### src/rtl/pipeline_pkg.sv
// Shared pipeline widths, the ID/EX register layout and its bubble value.
package pipeline_pkg;
  localparam int REG_W     = 5;
  localparam int DATA_W    = 32;
  localparam int ALUCTRL_W = 4;
  localparam int SCNT_W    = 16;

  typedef struct packed {
    logic [REG_W-1:0]     rs;
    logic [REG_W-1:0]     rt;
    logic [REG_W-1:0]     rd;
    logic                 reg_write;
    logic                 mem_read;
    logic                 mem_write;
    logic                 mem_to_reg;
    logic                 alu_src;
    logic                 reg_dst;
    logic [ALUCTRL_W-1:0] alu_ctrl;
    logic [DATA_W-1:0]    rd1;
    logic [DATA_W-1:0]    rd2;
    logic [DATA_W-1:0]    imm;
    logic                 valid;
  } idex_t;

  localparam idex_t IDEX_BUBBLE = '0;

  function automatic logic [SCNT_W-1:0] sat_inc(input logic [SCNT_W-1:0] v);
    return (v == {SCNT_W{1'b1}}) ? v : v + 1'b1;
  endfunction
endpackage

### src/rtl/load_use_detect.sv
// Load-use hazard: a valid load in EX whose destination feeds a source of the
// valid instruction in ID. Register $0 never matches.
module load_use_detect
  import pipeline_pkg::*;
(
  input  logic             idex_valid,
  input  logic             idex_mem_read,
  input  logic [REG_W-1:0] idex_rt,
  input  logic             id_valid,
  input  logic [REG_W-1:0] id_rs,
  input  logic [REG_W-1:0] id_rt,
  input  logic             id_uses_rt,
  output logic             hazard
);
  logic rs_hit, rt_hit;

  always_comb begin
    rs_hit = (idex_rt == id_rs);
    rt_hit = id_uses_rt & (idex_rt == id_rt);
    hazard = idex_valid & idex_mem_read & (idex_rt != '0) & id_valid & (rs_hit | rt_hit);
  end
endmodule

### src/rtl/idex_stage.sv
// ID/EX pipeline register with load-use stall generation and a saturating
// stall-cycle counter. A bubble is inserted on flush, stall or empty ID.
module idex_stage
  import pipeline_pkg::*;
(
  input  logic                 clk,
  input  logic                 rst,
  input  logic [REG_W-1:0]     ID_Rs,
  input  logic [REG_W-1:0]     ID_Rt,
  input  logic [REG_W-1:0]     ID_Rd,
  input  logic                 ID_RegWrite,
  input  logic                 ID_MemRead,
  input  logic                 ID_MemWrite,
  input  logic                 ID_MemtoReg,
  input  logic                 ID_ALUSrc,
  input  logic                 ID_RegDst,
  input  logic [ALUCTRL_W-1:0] ID_ALUCtrl,
  input  logic [DATA_W-1:0]    ID_ReadData1,
  input  logic [DATA_W-1:0]    ID_ReadData2,
  input  logic [DATA_W-1:0]    ID_Imm,
  input  logic                 ID_Valid,
  input  logic                 ID_UsesRt,
  input  logic                 Flush,
  output logic [REG_W-1:0]     IDEX_Rs,
  output logic [REG_W-1:0]     IDEX_Rt,
  output logic [REG_W-1:0]     IDEX_Rd,
  output logic                 IDEX_RegWrite,
  output logic                 IDEX_MemRead,
  output logic                 IDEX_MemWrite,
  output logic                 IDEX_MemtoReg,
  output logic                 IDEX_ALUSrc,
  output logic                 IDEX_RegDst,
  output logic [ALUCTRL_W-1:0] IDEX_ALUCtrl,
  output logic [DATA_W-1:0]    IDEX_ReadData1,
  output logic [DATA_W-1:0]    IDEX_ReadData2,
  output logic [DATA_W-1:0]    IDEX_Imm,
  output logic                 IDEX_Valid,
  output logic                 Stall,
  output logic [SCNT_W-1:0]    StallCount
);
  idex_t             idex_d, idex_q;
  logic [SCNT_W-1:0] stall_count_d, stall_count_q;
  logic              hazard;
  logic              stall;

  load_use_detect u_lud (
    .idex_valid    (idex_q.valid),
    .idex_mem_read (idex_q.mem_read),
    .idex_rt       (idex_q.rt),
    .id_valid      (ID_Valid),
    .id_rs         (ID_Rs),
    .id_rt         (ID_Rt),
    .id_uses_rt    (ID_UsesRt),
    .hazard        (hazard)
  );

  // A taken branch kills the ID instruction, so holding it would be pointless.
  assign stall = hazard & ~Flush;

  always_comb begin
    idex_d = IDEX_BUBBLE;
    if (!(Flush || stall || !ID_Valid)) begin
      idex_d.rs         = ID_Rs;
      idex_d.rt         = ID_Rt;
      idex_d.rd         = ID_Rd;
      idex_d.reg_write  = ID_RegWrite;
      idex_d.mem_read   = ID_MemRead;
      idex_d.mem_write  = ID_MemWrite;
      idex_d.mem_to_reg = ID_MemtoReg;
      idex_d.alu_src    = ID_ALUSrc;
      idex_d.reg_dst    = ID_RegDst;
      idex_d.alu_ctrl   = ID_ALUCtrl;
      idex_d.rd1        = ID_ReadData1;
      idex_d.rd2        = ID_ReadData2;
      idex_d.imm        = ID_Imm;
      idex_d.valid      = 1'b1;
    end
    stall_count_d = stall ? sat_inc(stall_count_q) : stall_count_q;
  end

  always_ff @(posedge clk or posedge rst) begin
    if (rst) begin
      idex_q        <= IDEX_BUBBLE;
      stall_count_q <= '0;
    end else begin
      idex_q        <= idex_d;
      stall_count_q <= stall_count_d;
    end
  end

  assign IDEX_Rs        = idex_q.rs;
  assign IDEX_Rt        = idex_q.rt;
  assign IDEX_Rd        = idex_q.rd;
  assign IDEX_RegWrite  = idex_q.reg_write;
  assign IDEX_MemRead   = idex_q.mem_read;
  assign IDEX_MemWrite  = idex_q.mem_write;
  assign IDEX_MemtoReg  = idex_q.mem_to_reg;
  assign IDEX_ALUSrc    = idex_q.alu_src;
  assign IDEX_RegDst    = idex_q.reg_dst;
  assign IDEX_ALUCtrl   = idex_q.alu_ctrl;
  assign IDEX_ReadData1 = idex_q.rd1;
  assign IDEX_ReadData2 = idex_q.rd2;
  assign IDEX_Imm       = idex_q.imm;
  assign IDEX_Valid     = idex_q.valid;
  assign Stall          = stall;
  assign StallCount     = stall_count_q;
endmodule
### config.mk
export PLATFORM = sky130hd
export DESIGN_NAME = idex_stage
export DESIGN_NICKNAME = d
export VERILOG_FILES = /design/src/rtl/pipeline_pkg.sv /design/src/rtl/load_use_detect.sv /design/src/rtl/idex_stage.sv
export SDC_FILE = /design/constraint.sdc
export NUM_CORES = 1
export LEC_CHECK = 0
export ABC_AREA = 1
export ABC_CLOCK_PERIOD_IN_PS = 4310
export BUFFER_PORTS_ARGS = -buffer_cell sky130_fd_sc_hd__buf_2
export CORE_ASPECT_RATIO = 2
export CORE_MARGIN = 5
export CORE_UTILIZATION = 45
export CTS_BUF_LIST = sky130_fd_sc_hd__clkbuf_4 sky130_fd_sc_hd__clkbuf_8 sky130_fd_sc_hd__clkbuf_16
export CTS_CLUSTER_DIAMETER = 120
export DETAILED_ROUTE_END_ITERATION = 10
export GPL_TIMING_DRIVEN = 0
export PLACE_DENSITY = 0.75
export SYNTH_ARGS = -nofsm -noshare
export SYNTH_HDL_FRONTEND = slang
export SYNTH_SLANG_ARGS = --single-unit
### constraint.sdc
create_clock -name clk -period 4.31 [get_ports clk]
set_clock_uncertainty 0.05 [all_clocks]
set_input_delay 0.2155 -clock clk [delete_from_list [all_inputs] [get_ports clk]]
set_output_delay 0.2155 -clock clk [all_outputs]
set_load 0.02 [all_outputs]
==> metrics list, run 1 <==
- The flow ran to the end, and the final reports show no timing, DRC or antenna violations.
- Of the synthesized area, sequential elements account for 0.6611.
- Of the total synthesized cell area, the portion taken by AND, OR, NAND and NOR gates is 0.1854.
- Counting the fill cells in the layout gives 758.
- Synth area leader: sky130_fd_sc_hd__dfrtp_1
- Endpoint type of the worst setup path: register
* Net count after synthesis: approximately 700
* Initial core utilization: 0.4601
* Number of buffer and inverter stages on the critical path: 2
* Number of placed I/O pins: 265
- Setup repair after global routing missed its margin: no
- Complex-gate fraction of the synthesized area: 0
- Detailed router's first-iteration violation count: about 220
- Largest delay contributor family on the critical path: simple AND/OR/NAND/NOR gates
- Sum of negative setup slack: 0 ns
- WP data arrival: around 2.3 ns
* Buffers inserted by post-CTS timing repair: 0
* Final clock period utilization by the worst path: 0.4763
- Setup violators final: 0
- Timing analysis after detailed placement gives a worst setup slack of 2.385 ns.
- Multiplexer share of the synthesized area: 0
- Sum of overflow across all layers after global routing: 0
- Dividing the detail-routed wire length by the instance count gives 15.80 um.
* Area of the mapped netlist: roughly 5200 um2
- Cell types occupying the most area after synthesis: sky130_fd_sc_hd__dfrtp_1 (66%), sky130_fd_sc_hd__inv_1 (10%), sky130_fd_sc_hd__nor2_1 (9.7%)
- Leakage power: between 5 and 6 nW
- Slowest Stage Delay on Critical Path: 0.43 ns
- Across the whole layout, storage elements account for 3453 um2.
- Counting the buffers created by CTS gives 17.
- Port buffering added 264 buffers.
- The number of failing hold endpoints at the final stage is 0.
- Largest family of logic cells by synthesized area: simple AND/OR/NAND/NOR gates
- Number of synthesized register bits: 138
- Required arrival time at the worst endpoint: 4.55 ns
- Row generation in the floorplan step produced 55 rows.
- Total power per unit cell area: 375.0 nW/um2
- Max-cap violations in this run came to 0.
- HPWL reported at the end of detailed placement: 11150 um
- Count of synthesis-stage warnings from yosys: 0
- In this run the horizontal extent of the chip is 86.19 um.
* Count of nets after finishing: 1080
- Placeable core region: approximately 11000 um2
* Routability Congestion: 0.8952
* Ratio of routed vias to standard cells: 4.500
- Antenna violations before repair: 0
* Cell Chain, Critical Path: ha_1, nand3_1, inv_1, nand4_1, nand4_1, buf_4, nand2_1, nand2_1
* Tightest Hold Check Type: input pin to register
- The number of max-slew violations in the final report came to 0.
- Area share of the largest cell type after synthesis: 0.6611
- Count of cell types in the netlist: 17
- Of the total synthesized cell area, the portion taken by full adders, half adders and majority gates is 0.002395.
- Synthesis handed over a netlist of about 560 instances.
* TritonCTS clock tree: yes
- Post-detailed-route count of antenna-violating nets: 0
- In this run the tightest slew margin relative to its limit is 0.5436.
- Total routing resource utilization after global routing: 0.2594
- In the final layout, the multi-input gates occupy 1112 um2.
- Clock Tree Buf Depth: 2
- Final period demand of the worst path: slightly above 2 ns
* Master cell of the clock root buffer: sky130_fd_sc_hd__clkbuf_16
- Detailed-route DRC error count: 0
* Fraction of synthesized cell area in xor and xnor cells: 0.02515
- Kind of launch point of the worst setup path: register
- Worst Path Class, Setup: register to register
- Slowest stage cell, crit path: sky130_fd_sc_hd__dfrtp_1
* Routed wire length: ~17000 um
- After clock tree synthesis, the clock-pin slew on the worst setup and hold paths is 0.06 ns.
* Slew at the pin closest to its max-slew limit: 0.6846 ns
* Syn avg cell area: 9.412 um2
- Top achievable clock speed: slightly below 500 MHz
* Clock latency of the later-clocked register in the worst-skew pair: around 0.40 ns
- Number of global-route vias before repair: 5555
- Synth-to-layout area growth: 62.61%
* Routed via count: 4982
* Area enclosed by the die boundary: about 14000 um2
- The first detailed-routing pass ran for 4 iterations.
- Of the cells placed in the final design, the portion with a size suffix greater than 1 is 0.3257.
- In this run the worst path has a maximum fanout of 10.
- The clock drives 138 sinks.
- H-tree levels: 4
- In this run the vertical extent of the chip is 162.4 um.
- The first global-routing pass estimated 27690 um of wire.
- Smallest setup slack after layout: 2.257 ns
- Maximum number of pins on one net before global-route repair: 78
- IR analysis of the VDD net gives a maximum drop of roughly 330 uV.
==> timing repair <==
item	in CTS	in global routing
endpoints found under the hold margin	189	0
hold buffers	114	0
resized for setup	0	0
endpoints found under the setup margin	0	0
==> cells in the mapped netlist <==
master,number
sky130_fd_sc_hd__nand3b_1,1
sky130_fd_sc_hd__nor2_1,135
sky130_fd_sc_hd__nor3_1,7
sky130_fd_sc_hd__inv_2,1
sky130_fd_sc_hd__buf_2,4
sky130_fd_sc_hd__inv_1,139
sky130_fd_sc_hd__buf_4,3
sky130_fd_sc_hd__buf_6,8
sky130_fd_sc_hd__nand3_1,9
sky130_fd_sc_hd__nand4_1,3
sky130_fd_sc_hd__dfrtp_1,138
sky130_fd_sc_hd__nand2_1,89
sky130_fd_sc_hd__nor2_4,1
sky130_fd_sc_hd__nand3_2,1
sky130_fd_sc_hd__xor2_1,10
sky130_fd_sc_hd__xnor2_1,5
sky130_fd_sc_hd__ha_1,1
==> worst register-to-register path, cell delays in order, from the launching register on <==
cell,delay (ns)
sky130_fd_sc_hd__dfrtp_1,0.43
sky130_fd_sc_hd__ha_1,0.24
sky130_fd_sc_hd__nand3_1,0.20
sky130_fd_sc_hd__inv_1,0.11
sky130_fd_sc_hd__nand4_1,0.12
sky130_fd_sc_hd__nand4_1,0.32
sky130_fd_sc_hd__buf_4,0.31
sky130_fd_sc_hd__nand2_1,0.09
sky130_fd_sc_hd__nand2_1,0.07
==> flip-flops by register name, indices dropped and copies added (netlist names), 4 cells and up <==
name / flops
IDEX_ReadData2: 32
IDEX_Rs: 5
IDEX_Rd: 5
StallCount: 16
IDEX_Rt: 5
IDEX_ReadData1: 32
IDEX_ALUCtrl: 4
IDEX_Imm: 32
==> final timing paths <==
| check | startpoint | endpoint | slack [ns] | cells past startpoint |
|---|---|---|---|---|
| max | StallCount[0]$_DFFE_PP0P_ | StallCount[8]$_DFFE_PP0P_ | 2.26 | 8 |
| min reg2reg | StallCount[15]$_DFFE_PP0P_ | StallCount[15]$_DFFE_PP0P_ | 0.45 | 2 |
| max in group asynchronous | rst | IDEX_Rd[4]$_DFF_PP0_ | 3.05 | 4 |
| max reg2reg | StallCount[0]$_DFFE_PP0P_ | StallCount[8]$_DFFE_PP0P_ | 2.26 | 8 |
| min | ID_Imm[22] | IDEX_Imm[22]$_DFF_PP0_ | 0.01 | 3 |
| min in group asynchronous | rst | IDEX_ReadData1[3]$_DFF_PP0_ | 0.43 | 3 |
==> metrics by stage <==
stage | cells | hold slack [ns] | util | total power [W] | cell area, um2
3_5_place_dp | 962 | 0.3338 | 0.5949 | 0.001660 | 6755
2_1_floorplan | 555 | 0.2717 | - | 0.001524 | 5224
5_1_grt | 1106 | 0.004456 | 0.7479 | 0.003310 | 8492
6_report | 1107 | 0.01153 | 0.7481 | 0.003186 | 8494
3_3_place_gp | 961 | 0.3740 | 0.5921 | 0.001651 | 6723
4_1_cts | 1106 | 0.0008644 | 0.7479 | 0.003202 | 8492
==> cell usage in the layout, fill, tap and decap left out, drive strengths merged <==
cell type    instances
buf                280
bufinv               3
clkbuf              17
clkinv               4
clkinvlp             3
dfrtp              138
diode                1
dlygate4sd3        114
ha                   1
inv                143
nand2               89
nand3               10
nand3b               1
nand4                3
nor2               136
nor3                 7
xnor2                5
xor2                10
==> per-layer routing <==
layer,wire (um),global-route usage,up-vias
met4,954,0.1525,0
met3,1461,0.08000,76
li1,-,-,2346
met2,9539,0.4726,261
met5,0,0,-
met1,5532,0.2483,2299
==> logic make-up after synthesis <==
kind of cell	after synthesis
XOR/XNOR	15
adder cells (fa/ha/maj)	1
buffers and inverters	155
flip-flops	138
AND/OR/NAND/NOR	246
==> cell type report <==
type,instances,share of cell area
repair buffers,379,0.2931
clock buffers,17,0.05008
diodes,1,0.0002946
inverters,140,0.06245
clock inverters,13,0.02003
plain buffers,15,0.01561
well taps,142,0.02092
flip-flops and latches,138,0.4065
multi-input cells,262,0.1309
==> report_power, final <==
part | leakage (nW) | internal [W] | switching (W)
combinational | 3.08 | 0.000172 | 0.000203
sequential | 1.86 | 0.00134 | 0.0000138
clock | 0.282 | 0.000910 | 0.000548
total | 5.23 | 0.00242 | 0.000765
Power figures use the tool's default switching activity.
==> run 2, diff against run 1 <==
Settings changed: ABC_AREA 1 to 0, ABC_CLOCK_PERIOD_IN_PS 4310 to 2130, CORE_UTILIZATION 45 to 44.
Clock period 4.31 ns to 2.13 ns, I/O delays scaled along.
==> run 2 against run 1 <==
  * Fmax fell by 3.6%
  * Cell count down 17%
  * The run now ends with setup timing left
  * Non-clock buffer count rose by 15
  * Critical path depth down 2
  * Power up 100%
  * First-iteration DRC count is 56% lower
  * Synthesized cell count fell by 37%
  * Core utilization is 2.8 points higher
  * Critical path type unchanged
==> metrics list, run 2 <==
- The library cell used most frequently in the layout, excluding fill and tap cells, is sky130_fd_sc_hd__buf_2.
- The synthesized area per cell came to 13.85 um2 (+47%).
- Setup repair after global routing missed its margin: yes
- Count of synthesis-stage warnings from yosys: 0 (unchanged)
- Total power per unit cell area: 772.1 nW/um2 (+110%)
* Clk pwr share: 0.460 (+0.002)
* Die Width: 84.11 um (-2.4%)
- The cell area after synthesis came to 4833 um2 (-7.5%).
* Synth area leader: sky130_fd_sc_hd__dfrtp_1
- Commonest cells after routing, fill and taps aside: sky130_fd_sc_hd__buf_2 (264), sky130_fd_sc_hd__dfrtp_1 (137), sky130_fd_sc_hd__dlygate4sd3_1 (122)
* Detailed-route DRC error count: 0 (unchanged)
* Share of the yosys chip area belonging to registers: 0.7145 (+0.05339)
* Library cell with the highest instance count after synthesis: sky130_fd_sc_hd__dfrtp_1
- The synthesized flop and latch total came to 138 (unchanged).
- The flow ran to the end, but the final reports show violations.
* Asr flop ratio synth: 1.000 (unchanged)
- In the synthesized netlist the dominant register cell turns out to be sky130_fd_sc_hd__dfrtp_1.
- The number of DRC violations after detailed-routing iteration 0 was 98 (-56%).
* Die outline height: 158.2 um (-2.6%)
* Clk pin slew, worst setup/hold paths: 0.06 ns (about the same)
* CP Max Fanout: 10 (unchanged)
- The number of nets in the layout came to 890 (-18%).
- Net count after synthesis: 476 (-30%)
- Antenna violations before repair: 1 (+1)
* Simple logic cell fraction of the synthesized area: 0.2092 (+0.02377)
- The utilization after layout was 0.7765 (+0.02841).
- The number of filler instances in the final layout is 633 (-16%).
- The highest clock frequency the design can meet is 469.3 MHz (-3.6%).
* Num Clock Sinks: 138 (unchanged)
- Power share of the sequential group: 0.423 (-0.002)
* Ratio of routed vias to standard cells: 4.626 (+2.8%)
* Smallest setup slack after layout: -0.0006866 ns (-2.258 ns)
- The share of the synthesized area in compound gates (AO/OA/AOI/OAI) is 0.009060 (+0.009060).
- Required arrival time at the worst endpoint: 2.41 ns (-2.14 ns)
- Hold Vio Cnt, Final: 0 (unchanged)
- Total routing resource utilization after global routing: 0.2535 (-0.005980)
- The total power draw was 0.006482 W (+100%).
- The arrival time at the worst endpoint is 2.41 ns (+0.12 ns).
- The fraction of the cycle the final worst path needs was 1.000 (+0.5240).
- The total core area is 10810 um2 (-4.8%).
- Count of cell types in the netlist: 32 (+15)
- The switching part of the total came to 0.2273 (-0.01272).
- Headroom to the max-slew limit: 0.6334 (+0.08976)
- Area share of the largest cell type after synthesis: 0.7145 (+0.05339)
- The final design area excluding fillers was 8394 um2 (-1.2%).
- Worst Path Class, Setup: register to register
- The combinational cell fraction of total power was 0.117 (about the same).
- Initial core utilization: 0.4471 (-0.01295)
- Cells after synthesis: 349 (-37%)
- The number of max-cap violations was 0 (unchanged).
- Final period demand of the worst path: 2.131 ns (+0.07774 ns)
- The average wire length per cell after detail routing came to 17.92 um (+13%).
- TritonCTS built the clock tree.
- Synth-to-layout area growth: 73.67%
- The remaining global-route overflow was 0 (unchanged).
- Clock latency of the later-clocked register in the worst-skew pair: 0.41 ns (about the same)
* Routed wire length: 16460 um (-5.9%)
- The internal power consumption came to 0.005008 W (+110%).
- The tree is rooted in a sky130_fd_sc_hd__clkbuf_16.
- Routed via count: 4247 (-15%)
- The count of input and output buffers is 264 (unchanged).
* Largest family of logic cells by synthesized area: simple AND/OR/NAND/NOR gates
- Failing checks: setup timing
* Clock Tree Buf Depth: 2 (unchanged)
* Fraction of final layout cells with drive strength greater than 1: 0.4289 (+0.1032)
* HPWL reported at the end of detailed placement: 10460 um (-6.2%)
- The total number of H-tree levels was 4 (unchanged).
- Area enclosed by the die boundary: 13310 um2 (-4.9%)
* Pins over their slew limit: 0 (unchanged)
- The switching component of the power is 0.001473 W (+93%).
* Number of global-route vias before repair: 4836 (-13%)
- Post-synth EDFFs: 0 (unchanged)
- Multiplexer share of the synthesized area: 0.006731 (+0.006731)
- Maximum number of pins on one net before global-route repair: 47 (-40%)
- Endpoint type of the worst setup path: register
- The post-synthesis share of cell area spent on xor and xnor gates is 0.04168 (+0.01653).
- After synthesis, the cell types taking the most area are sky130_fd_sc_hd__dfrtp_1 (71%), sky130_fd_sc_hd__and2_1 (16%), sky130_fd_sc_hd__xnor2_1 (4.0%).
- Tightest Hold Check Type: input pin to register
- Slew at the pin closest to its max-slew limit: 0.5488 ns (-0.1358 ns)
* Number of buffers inserted during clock tree synthesis: 17 (unchanged)
* Kind of launch point of the worst setup path: register
- Routability Congestion: 0.8289 (-7.4%)
- The minimum setup slack after placement is -0.1024 ns (-2.487 ns).
- The maximum VDD drop came to 821.7 uV (+150%).
* Post-detailed-route count of antenna-violating nets: 0 (unchanged)
* # rows: 54 (-1.8%)
- Number of placed I/O pins: 265 (unchanged)
- The commonest cells after synthesis are sky130_fd_sc_hd__dfrtp_1 (138), sky130_fd_sc_hd__and2_1 (122), sky130_fd_sc_hd__xnor2_1 (22).
- The number of setup violations in the final report came to 1 (+1).
- Cell area after placement: 6394 um2 (-5.4%)
* Final hold slack: 0.2400 ns (+0.2285 ns)
* First-pass GRT wire length: 25860 um (-6.6%)
- Number of detailed-routing iterations run before antenna repair: 6 (+2)
- Leakage power: 4.568 nW (-13%)
* Adder-cell area share of the yosys netlist: 0.002589 (+0.0001935)
==> run 2: critical path, stage by stage (launching register included) <==
cell and delay, ns:
sky130_fd_sc_hd__dfrtp_1 0.42, sky130_fd_sc_hd__or4_4 0.53, sky130_fd_sc_hd__o211a_1 0.28, sky130_fd_sc_hd__a21oi_4 0.27, sky130_fd_sc_hd__buf_6 0.19, sky130_fd_sc_hd__buf_6 0.14, sky130_fd_sc_hd__and2_1 0.17
==> run 2: path summary, 6_finish.rpt <==
path	start	to	slack (ns)	depth (start not counted)
max	IDEX_Rt[2]$_DFF_PP0_	IDEX_ReadData2[0]$_DFF_PP0_	-0.0007	6
min	ID_Valid	StallCount[12]$_DFFE_PP0P_	0.24	4
max reg2reg	IDEX_Rt[2]$_DFF_PP0_	IDEX_ReadData2[0]$_DFF_PP0_	-0.0007	6
min reg2reg	StallCount[9]$_DFFE_PP0P_	StallCount[9]$_DFFE_PP0P_	0.44	1
max in group asynchronous	rst	IDEX_Rt[0]$_DFF_PP0_	0.94	5
min in group asynchronous	rst	IDEX_Imm[21]$_DFF_PP0_	0.27	3
==> run 2: kinds of logic (layout without fill, tap and decap cells) <==
family,count (synthesis),count (layout)
adders and majority gates,1,1
and+or+nand+nor,163,163
xor gates and xnor gates,23,23
DFF,138,138
muxes,3,3
buffers and inverters,16,441
AOI/OAI and AO/OA,5,5
other,0,4
==> run 2: layout make-up <==
cell class,instances,area (um2),share of cell area
sequential,138,3455,0.4115
timing repair buffer,397,2666,0.3176
multi-input combinational,195,1346,0.1604
clock buffer,20,460.4,0.05485
tap,140,175.2,0.02087
clock inverter,10,143.9,0.01714
buffer,12,126.4,0.01505
inverter,2,11.26,0.001341
antenna,4,10.01,0.001192
==> run 2: timing repair <==
item / CTS / global route
hold buffers: 122 / 0
gates resized for setup: 16 / 32
endpoints found under the setup margin: 117 / 106
hold endpoints to repair: 143 / 0
pin swaps: 2 / 6
cloned: 1 / 0
setup buffers: 4 / 3
==> run 2: per-stage QoR <==
step | TNS (ns) | std cells
3_3_place_gp | -65.32 | 753
2_1_floorplan | 0 | 349
6_report | -0.0006866 | 918
5_1_grt | -1.059 | 915
3_5_place_dp | -5.542 | 756
4_1_cts | 0 | 913
==> run 2: per-layer routing <==
| layer | vias up | track usage | part of all wire |
|---|---|---|---|
| li1 | 1941 | - | - |
| met1 | 2070 | 0.2617 | 0.33 |
| met2 | 192 | 0.4533 | 0.56 |
| met3 | 44 | 0.07969 | 0.070 |
| met4 | 0 | 0.1357 | 0.038 |
| met5 | - | 0 | 0 |
==> run 2: power by group through the flow <==
stage          Clock (W)  Sequential [W]  Combinational [W]
2_1_floorplan          0         0.00290           0.000146
3_3_place_gp           0         0.00278           0.000507
3_5_place_dp           0         0.00279           0.000532
4_1_cts          0.00302         0.00274           0.000729
5_1_grt          0.00314         0.00275           0.000818
6_report         0.00298         0.00274           0.000758
==> run 3, diff against run 2 <==
Settings changed: CORE_UTILIZATION 44 to 35, PLACE_DENSITY 0.75 to 0.61.
==> run 3 against run 2 <==
  * Non-clock buffer count rose by 9
  * Critical path type unchanged
  * Fmax is 0.60% higher
  * Power down 1.5%
  * Largest cell class unchanged
  * Sequential power about the same
  * First-iteration DRC count increased by 26%
  * Critical endpoint is now StallCount[14]$_DFFE_PP0P_
  * The run now ends clean
  * Highest routed layer unchanged
  * Core utilization fell by 14 points
  * Hold slack lost 0.045 ns
  * Register-to-register slack about the same
==> metrics list, run 3 (synthesis gave the netlist of run 2 again) <==
- Leaving out fill and tap cells, the most frequent cell in the layout is sky130_fd_sc_hd__buf_2.
- Setup violators final: 0 (-1)
- Setup repair after global routing could not meet its margin everywhere.
- The slowest stage of the critical path belongs to the cell sky130_fd_sc_hd__dfrtp_1.
- Layout Cells excl Fill: 941 (+2.5%)
* Fraction of final layout cells with drive strength greater than 1: 0.4446 (+0.01565)
- The areal power density over the cells was 744.8 nW/um2 (-3.5%).
- Detailed-route DRC error count: 0 (unchanged)
- Sum of negative setup slack: 0 ns (+0.0006866 ns)
- Commonest cells after routing, fill and taps aside: sky130_fd_sc_hd__buf_2 (265), sky130_fd_sc_hd__dfrtp_1 (138), sky130_fd_sc_hd__dlygate4sd3_1 (122)
* R2r worst-path depth: 7 (+1)
* Pins over their slew limit: 0 (unchanged)
- Initial core utilization: 0.3577 (-0.08942)
- The deepest clock path buffer count is 2 (unchanged).
* Die Width: 93.10 um (+11%)
- In this run the clock root is driven by a sky130_fd_sc_hd__clkbuf_16.
- The total core area is 13510 um2 (+25%).
- Number of placed cells counting well taps: 771 (+2.0%)
- Wire per inst: 16.66 um (-7.1%)
- Slowest Stage Delay on Critical Path: 0.40 ns (-0.13 ns)
* Clock latency of the later-clocked register in the worst-skew pair: 0.41 ns (about the same)
- TritonCTS built the clock tree.
- The fraction of the cycle the final worst path needs came to 0.9944 (-0.005927).
- Antenna violations before repair: 0 (-1)
- The worst hold path terminates at StallCount[12]$_DFFE_PP0P_.
* Die outline height: 176.2 um (+11%)
- In this run the most critical hold path is launched from ID_Valid.
* Number of placed I/O pins: 265 (unchanged)
- The final design area excluding fillers came to 8572 um2 (+2.1%).
- The highest clock frequency the design can meet is 472.1 MHz (+0.60%).
- The instance area at placement was 6412 um2 (+0.29%).
* Endpoint of the most critical register-to-register path: StallCount[14]$_DFFE_PP0P_
- Relative to the synthesized area, the layout overhead comes to 77.35%.
- The placement row count is 60 (+11%).
- The via-per-instance ratio was 4.445 (-3.9%).
* Cell Chain, Critical Path: buf_4, xnor2_2, nand4_1, o22ai_4, buf_6, nor4b_1, mux2_2
* Clk pin slew, worst setup/hold paths: 0.06 ns (about the same)
* Total routing resource utilization after global routing: 0.1927 (-0.06079)
- The HPWL after detailed placement was 10350 um (-1.0%).
- WP data arrival: 2.36 ns (-0.05 ns)
- The number of nets in the layout is 899 (+1.0%).
* Routability Congestion: 0.7701 (-7.1%)
* Maximum number of pins on one net before global-route repair: 45 (-4.3%)
- The maximum fanout along the worst path was 4 (-6).
- Worst Path Class, Setup: register to register
- The leakage power came to 4.656 nW (+1.9%).
* Peak ir drop on the vdd network: 543.1 uV (-34%)
* Outcome: completed
* Kind of launch point of the worst setup path: register
* Tightest Hold Check Type: input pin to register
* Area enclosed by the die boundary: 16400 um2 (+23%)
- The count of input and output buffers was 264 (unchanged).
- The data required time of the critical path is 2.37 ns (-0.04 ns).
- The routed via count is 4183 (-1.5%).
- The normalized max-slew margin is 0.6206 (-0.01272).
* Worst setup slack for register-to-register paths: 0.01 ns (about the same)
* Worst r2r src: IDEX_Rt[3]$_DFF_PP0_
- The count of antenna-violating nets left after detailed routing came to 0 (unchanged).
- Max-cap violations: 0 (unchanged)
- H-tree levels: 4 (unchanged)
* Final period demand of the worst path: 2.118 ns (-0.01262 ns)
- The post-route worst hold slack came to 0.1949 ns (-0.04513 ns).
* Hold Vio Cnt, Final: 0 (unchanged)
* First-pass GRT wire length: 24270 um (-6.1%)
* Routed wire length: 15670 um (-4.7%)
- The number of cells traversed by the worst hold path was 4 (unchanged).
- Number of buffers inserted during clock tree synthesis: 17 (unchanged)
- The first-pass detailed-route iteration total came to 4 (-2).
- STA classifies the critical path endpoint as a register.
- Number of global-route vias before repair: 4788 (-0.99%)
- Sum of overflow across all layers after global routing: 0 (unchanged)
* Slew at the pin closest to its max-slew limit: 0.5678 ns (+0.01905 ns)
- The total number of clock tree sinks came to 138 (unchanged).
- Detailed router's first-iteration violation count: 123 (+26%)
==> run 3: cell count changes in the layout (fill, tap and decap cells not counted), sizes merged <==
cell | previous run | this run
diode | 4 | 1
clkinvlp | 4 | 3
bufinv | 3 | 1
buf | 285 | 293
inv | 2 | 8
==> run 3: layout make-up <==
cell class                      count  area [um2]
Clock buffer                       19       446.7
Buffer                             14       163.9
Sequential cell                   138        3453
Tap cell                          155       193.9
Fill cell                        1053        4941
Inverter                            2       11.26
Timing Repair Buffer              404        2788
Clock inverter                     13       131.4
Multi-Input combinational cell    195        1381
Antenna cell                        1       2.502
==> run 3: how the worst max path moves through the flow <==
| stage | startpoint | to | cells past startpoint |
|---|---|---|---|
| after detailed placement | IDEX_Rt[0]$_DFF_PP0_ | IDEX_MemtoReg$_DFF_PP0_ | 7 |
| after CTS | IDEX_Rt[1]$_DFF_PP0_ | IDEX_ReadData2[13]$_DFF_PP0_ | 6 |
| final | IDEX_Rt[3]$_DFF_PP0_ | StallCount[14]$_DFFE_PP0P_ | 7 |
| after global placement | rst | StallCount[9]$_DFFE_PP0P_ | 2 |
| after floorplan | IDEX_Rt[1]$_DFF_PP0_ | StallCount[1]$_DFFE_PP0P_ | 5 |
| after global routing | IDEX_Rt[2]$_DFF_PP0_ | StallCount[14]$_DFFE_PP0P_ | 7 |
==> run 3: stage by stage <==
stage	utilization	setup WS, ns	power, W
detailed placement	0.4745	-0.2209	0.003319
global route	0.6342	-0.09662	0.006670
CTS	0.6226	-0.03967	0.006445
global placement	0.4701	-0.5351	0.003298
floorplan	-	0.05273	0.003050
finish	0.6344	0.01194	0.006384
==> run 3: power breakdown <==
part           leakage [nW]  internal [W]  switching (W)
combinational          2.52      0.000420       0.000370
sequential             1.86       0.00271      0.0000278
clock                 0.281       0.00168        0.00117
total                  4.66       0.00481        0.00157
==> run 3: critical path: cells and delay by family, from the launching register on <==
| kind | cells | cell delay, ns |
|---|---|---|
| buffers and inverters | 2 | 0.31 |
| muxes | 1 | 0.38 |
| AOI/OAI and AO/OA | 1 | 0.20 |
| and+or+nand+nor | 2 | 0.53 |
| xor gates and xnor gates | 1 | 0.15 |
| DFF | 1 | 0.40 |
==> run 3: what timing repair did <==
action | CTS | global route
hold endpoints to repair | 143 | 0
setup endpoints to repair | 132 | 104
hold buffers | 122 | 0
gates cloned | 1 | 1
gates resized for setup | 25 | 31
buffers inserted | 8 | 5
pin swaps | 2 | 7
==> run 3: routing by layer <==
metal / global-route usage / part of all wire
met2: 0.3572 / 0.56
met5: 0 / 0
met1: 0.1922 / 0.34
met4: 0.08135 / 0.036
met3: 0.06354 / 0.065
